===== src/rtl/alu_pkg.sv =====
// Shared ALU definitions: operation mode encodings and the sequencer state type
// used by the digit-serial adder/subtractor.
package alu_pkg;

    localparam logic [1:0] MODE_ADD     = 2'b00;
    localparam logic [1:0] MODE_SUB     = 2'b01;
    localparam logic [1:0] MODE_ACC_ADD = 2'b10;
    localparam logic [1:0] MODE_ACC_SUB = 2'b11;

    // mode[0] selects subtract, mode[1] takes operand A from the accumulator.
    localparam int MODE_SUB_BIT = 0;
    localparam int MODE_ACC_BIT = 1;

    typedef enum logic [1:0] {
        ST_IDLE = 2'b00,
        ST_RUN  = 2'b01,
        ST_DONE = 2'b10
    } state_t;

endpackage : alu_pkg


===== src/rtl/add_sub_digit.sv =====
// Combinational W-bit digit adder. Besides the carry out it reports the carry
// into the digit MSB, which the caller needs for signed-overflow detection.
module add_sub_digit #(
    parameter int W = 4
) (
    input  logic [W-1:0] x,
    input  logic [W-1:0] y,
    input  logic         cin,
    output logic [W-1:0] sum,
    output logic         cout,
    output logic         c_msb
);

    logic [W:0] w_full;

    assign w_full = {1'b0, x} + {1'b0, y} + {{W{1'b0}}, cin};
    assign sum    = w_full[W-1:0];
    assign cout   = w_full[W];
    // The MSB sum bit is x^y^carry_in, so the carry into the MSB falls out by
    // XOR-ing the operand bits back off; this holds for any W including 1.
    assign c_msb  = w_full[W-1] ^ x[W-1] ^ y[W-1];

endmodule : add_sub_digit


===== src/rtl/add_sub_seq.sv =====
// Digit-serial N-bit adder/subtractor: W bits per cycle from the LSB, with an
// accumulator for chained operations and a start/ready/done handshake.
module add_sub_seq
    import alu_pkg::*;
#(
    parameter int N = 8,
    parameter int W = 4
) (
    input  logic         clk,
    input  logic         rst_n,
    input  logic         start,
    input  logic [1:0]   mode,
    input  logic         acc_clr,
    input  logic [N-1:0] a,
    input  logic [N-1:0] b,
    output logic         ready,
    output logic         done,
    output logic [N-1:0] s,
    output logic         cout,
    output logic         ovf,
    output logic         zero
);

    localparam int D  = N / W;
    localparam int CW = (D > 1) ? $clog2(D) : 1;
    localparam logic [CW-1:0] LAST_DIGIT = CW'(D - 1);

    generate
        if ((N % W) != 0 || W < 1) begin : g_bad_digit_width
            $error("add_sub_seq: N must be a non-zero multiple of W");
        end
    endgenerate

    state_t          r_state;
    state_t          w_state_nxt;
    logic [N-1:0]    r_opa;
    logic [N-1:0]    r_opb;
    logic [N-1:0]    r_res;
    logic [N-1:0]    r_acc;
    logic [N-1:0]    r_s;
    logic [CW-1:0]   r_cnt;
    logic            r_carry;
    logic            r_cout;
    logic            r_ovf;
    logic            r_zero;

    logic            w_sub;
    logic            w_acc_en;
    logic            w_last;
    logic [N-1:0]    w_opa_sel;
    logic [N-1:0]    w_opb_sel;
    logic [N-1:0]    w_res_nxt;
    logic [W-1:0]    w_sum;
    logic            w_dcout;
    logic            w_cmsb;

    assign w_sub    = mode[MODE_SUB_BIT];
    assign w_acc_en = mode[MODE_ACC_BIT];
    assign w_last   = (r_cnt == LAST_DIGIT);

    // A clear issued together with start wins over the stale accumulator value.
    assign w_opa_sel = w_acc_en ? (acc_clr ? '0 : r_acc) : a;
    // Subtraction is A + ~B + 1; the +1 enters through the initial carry.
    assign w_opb_sel = w_sub ? ~b : b;

    // New digit enters at the top so after D shifts the LSB digit sits at bit 0.
    assign w_res_nxt = (r_res >> W) | (N'(w_sum) << (N - W));

    add_sub_digit #(
        .W (W)
    ) u_digit (
        .x     (r_opa[W-1:0]),
        .y     (r_opb[W-1:0]),
        .cin   (r_carry),
        .sum   (w_sum),
        .cout  (w_dcout),
        .c_msb (w_cmsb)
    );

    // NOTE: every sequential block uses non-blocking (<=) so all registers see
    // pre-edge values; blocking here would create order-dependent simulation.
    always_ff @(posedge clk or negedge rst_n) begin
        if (!rst_n) begin
            r_state <= ST_IDLE;
        end else begin
            r_state <= w_state_nxt;
        end
    end

    // NOTE: the default assignment first guarantees no path leaves w_state_nxt
    // unassigned, which would otherwise infer a latch.
    always_comb begin
        w_state_nxt = r_state;
        unique case (r_state)
            ST_IDLE: if (start)  w_state_nxt = ST_RUN;
            ST_RUN:  if (w_last) w_state_nxt = ST_DONE;
            ST_DONE:             w_state_nxt = ST_IDLE;
            default:             w_state_nxt = ST_IDLE;
        endcase
    end

    // NOTE: the datapath is a handful of registers, not a memory array, so every
    // one of them is reset; reset must clear acc, s and the flags mid-operation.
    always_ff @(posedge clk or negedge rst_n) begin
        if (!rst_n) begin
            r_opa   <= '0;
            r_opb   <= '0;
            r_res   <= '0;
            r_acc   <= '0;
            r_s     <= '0;
            r_cnt   <= '0;
            r_carry <= 1'b0;
            r_cout  <= 1'b0;
            r_ovf   <= 1'b0;
            r_zero  <= 1'b0;
        end else begin
            unique case (r_state)
                ST_IDLE: begin
                    if (acc_clr) begin
                        r_acc <= '0;
                    end
                    if (start) begin
                        r_opa   <= w_opa_sel;
                        r_opb   <= w_opb_sel;
                        r_carry <= w_sub;
                        r_cnt   <= '0;
                    end
                end
                ST_RUN: begin
                    r_opa   <= r_opa >> W;
                    r_opb   <= r_opb >> W;
                    r_res   <= w_res_nxt;
                    r_carry <= w_dcout;
                    r_cnt   <= r_cnt + 1'b1;
                    if (w_last) begin
                        r_s    <= w_res_nxt;
                        r_cout <= w_dcout;
                        r_ovf  <= w_dcout ^ w_cmsb;
                        r_zero <= (w_res_nxt == '0);
                    end
                end
                ST_DONE: begin
                    r_acc <= r_s;
                end
                default: ;
            endcase
        end
    end

    assign ready = (r_state == ST_IDLE);
    assign done  = (r_state == ST_DONE);
    assign s     = r_s;
    assign cout  = r_cout;
    assign ovf   = r_ovf;
    assign zero  = r_zero;

endmodule : add_sub_seq


===== config.mk =====
export PLATFORM = sky130hd
export DESIGN_NAME = add_sub_seq
export DESIGN_NICKNAME = d
export VERILOG_FILES = /design/src/rtl/alu_pkg.sv /design/src/rtl/add_sub_digit.sv /design/src/rtl/add_sub_seq.sv
export SDC_FILE = /design/constraint.sdc
export NUM_CORES = 1
export LEC_CHECK = 0
export BUFFER_PORTS_ARGS = -buffer_cell sky130_fd_sc_hd__buf_2
export CAP_MARGIN = 5
export CORE_AREA = 2 2 76 78
export DETAILED_ROUTE_END_ITERATION = 8
export DIE_AREA = 0 0 78 80
export PLACE_DENSITY_LB_ADDON = 0.08
export SLEW_MARGIN = 0
export SYNTH_ARGS = -nofsm -noshare
export SYNTH_HDL_FRONTEND = slang
export SYNTH_SLANG_ARGS = --single-unit
export TNS_END_PERCENT = 5

===== constraint.sdc =====
create_clock -name clk -period 3.72 [get_ports clk]
set_input_delay 0 -clock clk [delete_from_list [all_inputs] [get_ports clk]]
set_output_delay 0 -clock clk [all_outputs]
set_load 0.005 [all_outputs]

# Word-level counts from Yosys, hierarchy flattened
# Index checks and enable logic that the tools add are counted.
[word_totals]
reg_bits = 47
in_bits = 22
elab_cells = 45
[classes]
addsub = 3
n_eq_ne = 4
n_mux = 15
bitwise = 5
n_reduce_logical = 7
[ops]
columns = ["cell", "n"]
rows = [
  ["8-bit case mux with 2 select lines", 3],
  ["8-bit 2-to-1 mux", 5],
  ["8-bit logical NOT", 1],
  ["8-bit NOT", 1],
  ["4-bit by 8-bit bitwise OR with 8-bit output", 1],
  ["2-bit AND reduction", 3],
  ["4-bit by 4-bit adder with 5-bit output", 1],
  ["5-bit by 1-bit adder with 5-bit output", 1],
  ["2-bit 2-to-1 mux", 2],
  ["2-bit inequality test (second input constant)", 2],
  ["1-bit case mux with 2 select lines", 2],
  ["2-bit case mux with 2 select lines", 1],
  ["2-bit nonzero test", 2],
  ["1-bit bitwise XOR", 3],
  ["2-bit by 1-bit equality test with 1-bit output (second input constant)", 1],
  ["2-bit equality test (second input constant)", 1],
  ["2-bit logical NOT", 1],
  ["1-bit 2-to-1 mux", 2],
  ["1-bit adder (second input constant)", 1],
]

# Depth between registers and ports, before layout
[depth]
word_depth = 5
mapped_depth = 6
mapped_depth_nobuf = 6

# By module
# A second synthesis with hierarchy kept.
[unflattened]
hier_cells = 194
area_unflattened_um2 = 2092.0
[modules_own_cells]
columns = ["module", "n_inst", "cells_per_inst", "area_per_inst_um2"]
rows = [
  ["add_sub_seq", 1, 175, 1914.3],
  ["add_sub_digit", 1, 19, 177.7],
]

# Worst setup path before layout
# OpenSTA, ideal clock, no wires.
[synth_timing]
path_kind = "register to register"
from = "register r_opa[0]"
to = "register r_ovf, in the netlist ovf"
arrival_time_ps = 1919
t_required_ps = 3594
slack_ps = 1676
stages_incl_launch_ff = 7
cell_sequence = "dfrtp_1 > fa_1 > fa_1 > and3_1 > nor3b_1 > o211a_1 > o31ai_2"
[synth_between]
elab_chain_cells = 5
[synth_lines]
columns = ["element", "line_no", "source"]
rows = [
  ["from (decl)", "add_sub_seq.sv:36", "logic [N-1:0] r_opa;"],
  ["from (signal assigned)", "add_sub_seq.sv:123", "r_opa <= w_opa_sel;"],
  ["from (signal assigned)", "add_sub_seq.sv:130", "r_opa <= r_opa >> W;"],
  ["4-bit by 4-bit adder with 5-bit output *", "add_sub_digit.sv:16", "assign w_full = {1'b0, x} + {1'b0, y} + {{W{1'b0}}, cin};"],
  ["5-bit by 1-bit adder with 5-bit output *", "add_sub_digit.sv:16", ""],
  ["1-bit bitwise XOR (2 in a row)", "add_sub_digit.sv:21", "assign c_msb = w_full[W-1] ^ x[W-1] ^ y[W-1];"],
  ["1-bit bitwise XOR *", "add_sub_seq.sv:138", "r_ovf <= w_dcout ^ w_cmsb;"],
  ["to (signal assigned)", "add_sub_seq.sv:138", ""],
  ["to (decl)", "add_sub_seq.sv:44", "logic r_ovf;"],
]
# Every way passes the cells marked *; elsewhere a longest branch is shown, timed or not.
# A chain may end at the register's enable or synchronous reset.

# Worst setup path in the final report
# Ends and elaborated chain as after synthesis.

==> flow_summary.rst <==
.. list-table::
   :header-rows: 1

   * - Metric
     - Value
   * - Quantity of I/O buffers inserted on ports
     - 34
   * - Die Ht
     - 80 um
   * - Worst min-delay path startpoint
     - b[7]
   * - Final weighted congestion in routability-driven placement
     - 0.781
   * - Most frequently used flop master after synthesis
     - sky130_fd_sc_hd__dfrtp_1
   * - Count of antenna diodes in the layout
     - 0
   * - Async SR Flop Fraction
     - 1.00
   * - Register-to-register setup slack
     - 1.56 ns
   * - Fraction of final layout cells with drive strength greater than 1
     - 0.246
   * - Fillers
     - 539
   * - Vias in the first global route
     - 1591
   * - Max Fclk
     - 0.463 GHz
   * - Number of buffers inserted to repair setup after CTS
     - 0
   * - Post-DR wirelength/cell
     - 16.2 um
   * - Worst setup path category
     - reg2reg
   * - Post-route worst hold slack
     - 0.0479 ns
   * - Setup TNS
     - 0 ns
   * - Core area
     - 0.00541 mm^2
   * - Max Buffers Root-to-Sink
     - 2
   * - Number of clock sinks seen by CTS
     - 43
   * - Aggregate global routing overflow
     - 0
   * - HPWL after detailed placement
     - 3520 um
   * - Final-report max-slew violation count
     - 0
   * - 1st-iter DRT viols
     - 93
   * - Length of the first detailed-routing pass in iterations
     - 4
   * - Result of the run
     - completed
   * - Number of buffers created by CTS
     - 5
   * - Number of vias in the routed layout
     - 1563
   * - Post-synthesis instance area
     - 0.00209 mm^2
   * - Clk Tree Root Cell
     - sky130_fd_sc_hd__clkbuf_8
   * - Leading cell type by number of instances after synthesis
     - sky130_fd_sc_hd__dfrtp_1
   * - Peak supply drop
     - 0.000435 V
   * - Crit path launch type
     - flop
   * - Total number of yosys warnings
     - 0
   * - Net total in the final layout
     - 250
   * - Power density cells
     - 863 mW/mm^2
   * - Critical path required time
     - 3.89 ns
   * - Starting utilization of the core area
     - 0.386
   * - Wire length of the first global-routing pass
     - 7930 um
   * - Arrival time of the worst setup path
     - 2.33 ns
   * - Largest net degree at the start of global routing
     - 44
   * - CTS tree
     - built
   * - Number of enable-type register cells in the synthesized netlist
     - 0
   * - Number of distinct library cells after synthesis
     - 41
   * - Final-report setup violation count
     - 0
   * - Final ANT Viol Nets
     - 0
   * - Maximum fanout encountered on the critical timing path
     - 3
   * - Synth Area per Inst
     - 11.0 um^2
   * - Initial antenna violation count
     - 0
   * - Post-detailed-route via-to-cell ratio
     - 5.28
   * - Area of the die
     - 0.00624 mm^2
   * - Sequential element share of the synthesized area
     - 0.516
   * - Total Routed Length
     - 4810 um
   * - Number of top-level pins
     - 35
   * - Clock H-tree levels
     - 2
   * - Final worst clock skew
     - 0.00957 ns
   * - Area Growth Syn to Fin
     - 15.3%
   * - Number of hold-slack violations in the final timing report
     - 0
   * - Final critical delay including setup and external delays
     - 2.16 ns
   * - Portion of the clock cycle consumed by the worst path in the final layout
     - 0.581
   * - Start of the worst register-to-register path
     - r_opa[0]
   * - Clock input transition at the sequential cells of the worst setup and hold paths
     - 0.08 ns
   * - Post-cts repair resize count
     - 0
   * - Synth top area cells
     - sky130_fd_sc_hd__dfrtp_1 52%, sky130_fd_sc_hd__a22o_1 6.7%, sky130_fd_sc_hd__nand2_1 4.0%
   * - Syn_nets
     - 216
   * - Unrepaired setup endpoints after global routing
     - no
   * - # DRC
     - 0
   * - Headroom to the max-slew limit
     - 0.373
   * - Biggest area consumer among synthesized cells
     - sky130_fd_sc_hd__dfrtp_1
   * - Classification of the worst-slack hold path
     - in2reg
   * - Cell count after synthesis
     - 189
   * - Total area of sequential cells
     - 0.00108 mm^2
   * - Nature of the critical path endpoint
     - flop
   * - Horizontal extent of the die
     - 78 um
   * - Global router's overall resource usage
     - 0.163
   * - Number of cell instances on the worst register-to-register path
     - 6
   * - Clock latency of the later-clocked register in the worst-skew pair
     - 0.29 ns
   * - Flip-flop and latch count after synthesis
     - 43
   * - Multi-input combinational cell area
     - 963 um^2
   * - Worst hold path depth
     - 3
   * - Max-cap viol count
     - 0
   * - Top cell types by occurrence after synthesis
     - 43 x sky130_fd_sc_hd__dfrtp_1, 22 x sky130_fd_sc_hd__nand2_1, 16 x sky130_fd_sc_hd__a22o_1, 12 x sky130_fd_sc_hd__o21ai_0, 9 x sky130_fd_sc_hd__a21oi_1
   * - Fraction of synthesized cell area taken by the top area cell type
     - 0.516
   * - Number of core rows
     - 27
   * - Worst setup path startpoint
     - r_opa[0]
   * - Actual slew at the worst max-slew pin
     - 0.941 ns
   * - Standby leakage power
     - 1.14 nW
==> where the power goes <==
group | leakage (nW) | total, mW | switching, mW | internal (mW)
Clock | 0.0412 | 0.286 | 0.154 | 0.131
Sequential | 0.551 | 0.910 | 0.229 | 0.682
Combinational | 0.546 | 0.881 | 0.442 | 0.438
Total | 1.14 | 2.08 | 0.825 | 1.25
==> flip-flops by register name, summed over array words and instances, names as in the netlist <==
register	count
zero	1
r_carry	1
s	8
r_acc	8
ovf	1
r_res	4
r_state	2
r_opa	8
r_opb	8
r_cnt	1
cout	1
==> cells by family after synthesis <==
group,share of synthesized area
buf+inv,0.0228
fa+ha+maj,0.0372
flops,0.516
mux,0.0378
compound gates,0.212
simple gates,0.133
xor+xnor,0.0420
==> layout make-up <==
class | instances | area share
Clock inverter | 2 | 0.00520
Clock buffer | 6 | 0.0302
Inverter | 3 | 0.00468
Sequential cell | 43 | 0.447
Tap cell | 72 | 0.0374
Multi-Input combinational cell | 135 | 0.400
Timing Repair Buffer | 35 | 0.0749
==> final timing paths <==
kind / endpoint
worst max-delay path: ovf
worst min-delay path: r_opb[7]
worst max register to register: ovf
worst min register to register: ovf
max in group asynchronous: s[1]
min in group asynchronous: r_acc[2]
==> through the flow <==
stage / cell area, um^2 / std cells / util / setup slack, ns / power [mW]
after floorplan: 2090 / 189 / - / 1.68 / 1.53
after global placement: 2310 / 287 / 0.428 / 1.62 / 1.78
after detailed placement: 2310 / 287 / 0.428 / 1.56 / 1.81
after CTS: 2410 / 296 / 0.445 / 1.56 / 2.10
after global routing: 2410 / 296 / 0.445 / 1.44 / 2.26
final: 2410 / 296 / 0.445 / 1.56 / 2.08
==> layout by cell type, fill, tap and decap left out, types with 2 or more instances in the layout <==
| cell type | instances |
|---|---|
| sky130_fd_sc_hd__o21ai_1 | 2 |
| sky130_fd_sc_hd__nand3_1 | 2 |
| sky130_fd_sc_hd__and3_1 | 2 |
| sky130_fd_sc_hd__a22oi_1 | 8 |
| sky130_fd_sc_hd__buf_2 | 34 |
| sky130_fd_sc_hd__xor2_1 | 4 |
| sky130_fd_sc_hd__mux2_2 | 6 |
| sky130_fd_sc_hd__nand2_1 | 22 |
| sky130_fd_sc_hd__nand2b_1 | 6 |
| sky130_fd_sc_hd__xnor2_1 | 6 |
| sky130_fd_sc_hd__a22o_1 | 16 |
| sky130_fd_sc_hd__a2bb2oi_1 | 3 |
| sky130_fd_sc_hd__o22a_1 | 4 |
| sky130_fd_sc_hd__nor2_1 | 5 |
| sky130_fd_sc_hd__o21ai_0 | 12 |
| sky130_fd_sc_hd__dfrtp_1 | 43 |
| sky130_fd_sc_hd__clkbuf_8 | 5 |
| sky130_fd_sc_hd__nor2b_1 | 5 |
| sky130_fd_sc_hd__a21oi_1 | 9 |
| sky130_fd_sc_hd__ha_1 | 3 |
| sky130_fd_sc_hd__inv_1 | 3 |
| sky130_fd_sc_hd__fa_1 | 2 |
==> routing by layer <==
metal / part of all wire / track usage / up-vias
li1: - / - / 749
met1: 0.49 / 0.236 / 779
met2: 0.46 / 0.248 / 31
met3: 0.041 / 0.0283 / 4
met4: 0.0064 / 0.0509 / 0
met5: 0 / 0 / -
==> critical path, cell delays in order (launching register included) <==
cell,delay (ns)
sky130_fd_sc_hd__dfrtp_1,0.40
sky130_fd_sc_hd__fa_1,0.45
sky130_fd_sc_hd__fa_1,0.43
sky130_fd_sc_hd__and3_1,0.17
sky130_fd_sc_hd__nor3b_1,0.32
sky130_fd_sc_hd__o211a_1,0.22
sky130_fd_sc_hd__o31ai_2,0.05
==> timing repair <==
item                                   in CTS  in global routing
setup endpoints to repair                   0                  0
hold buffers                                1                  0
endpoints found under the hold margin      43                  0
Power figures use the tool's default switching activity.
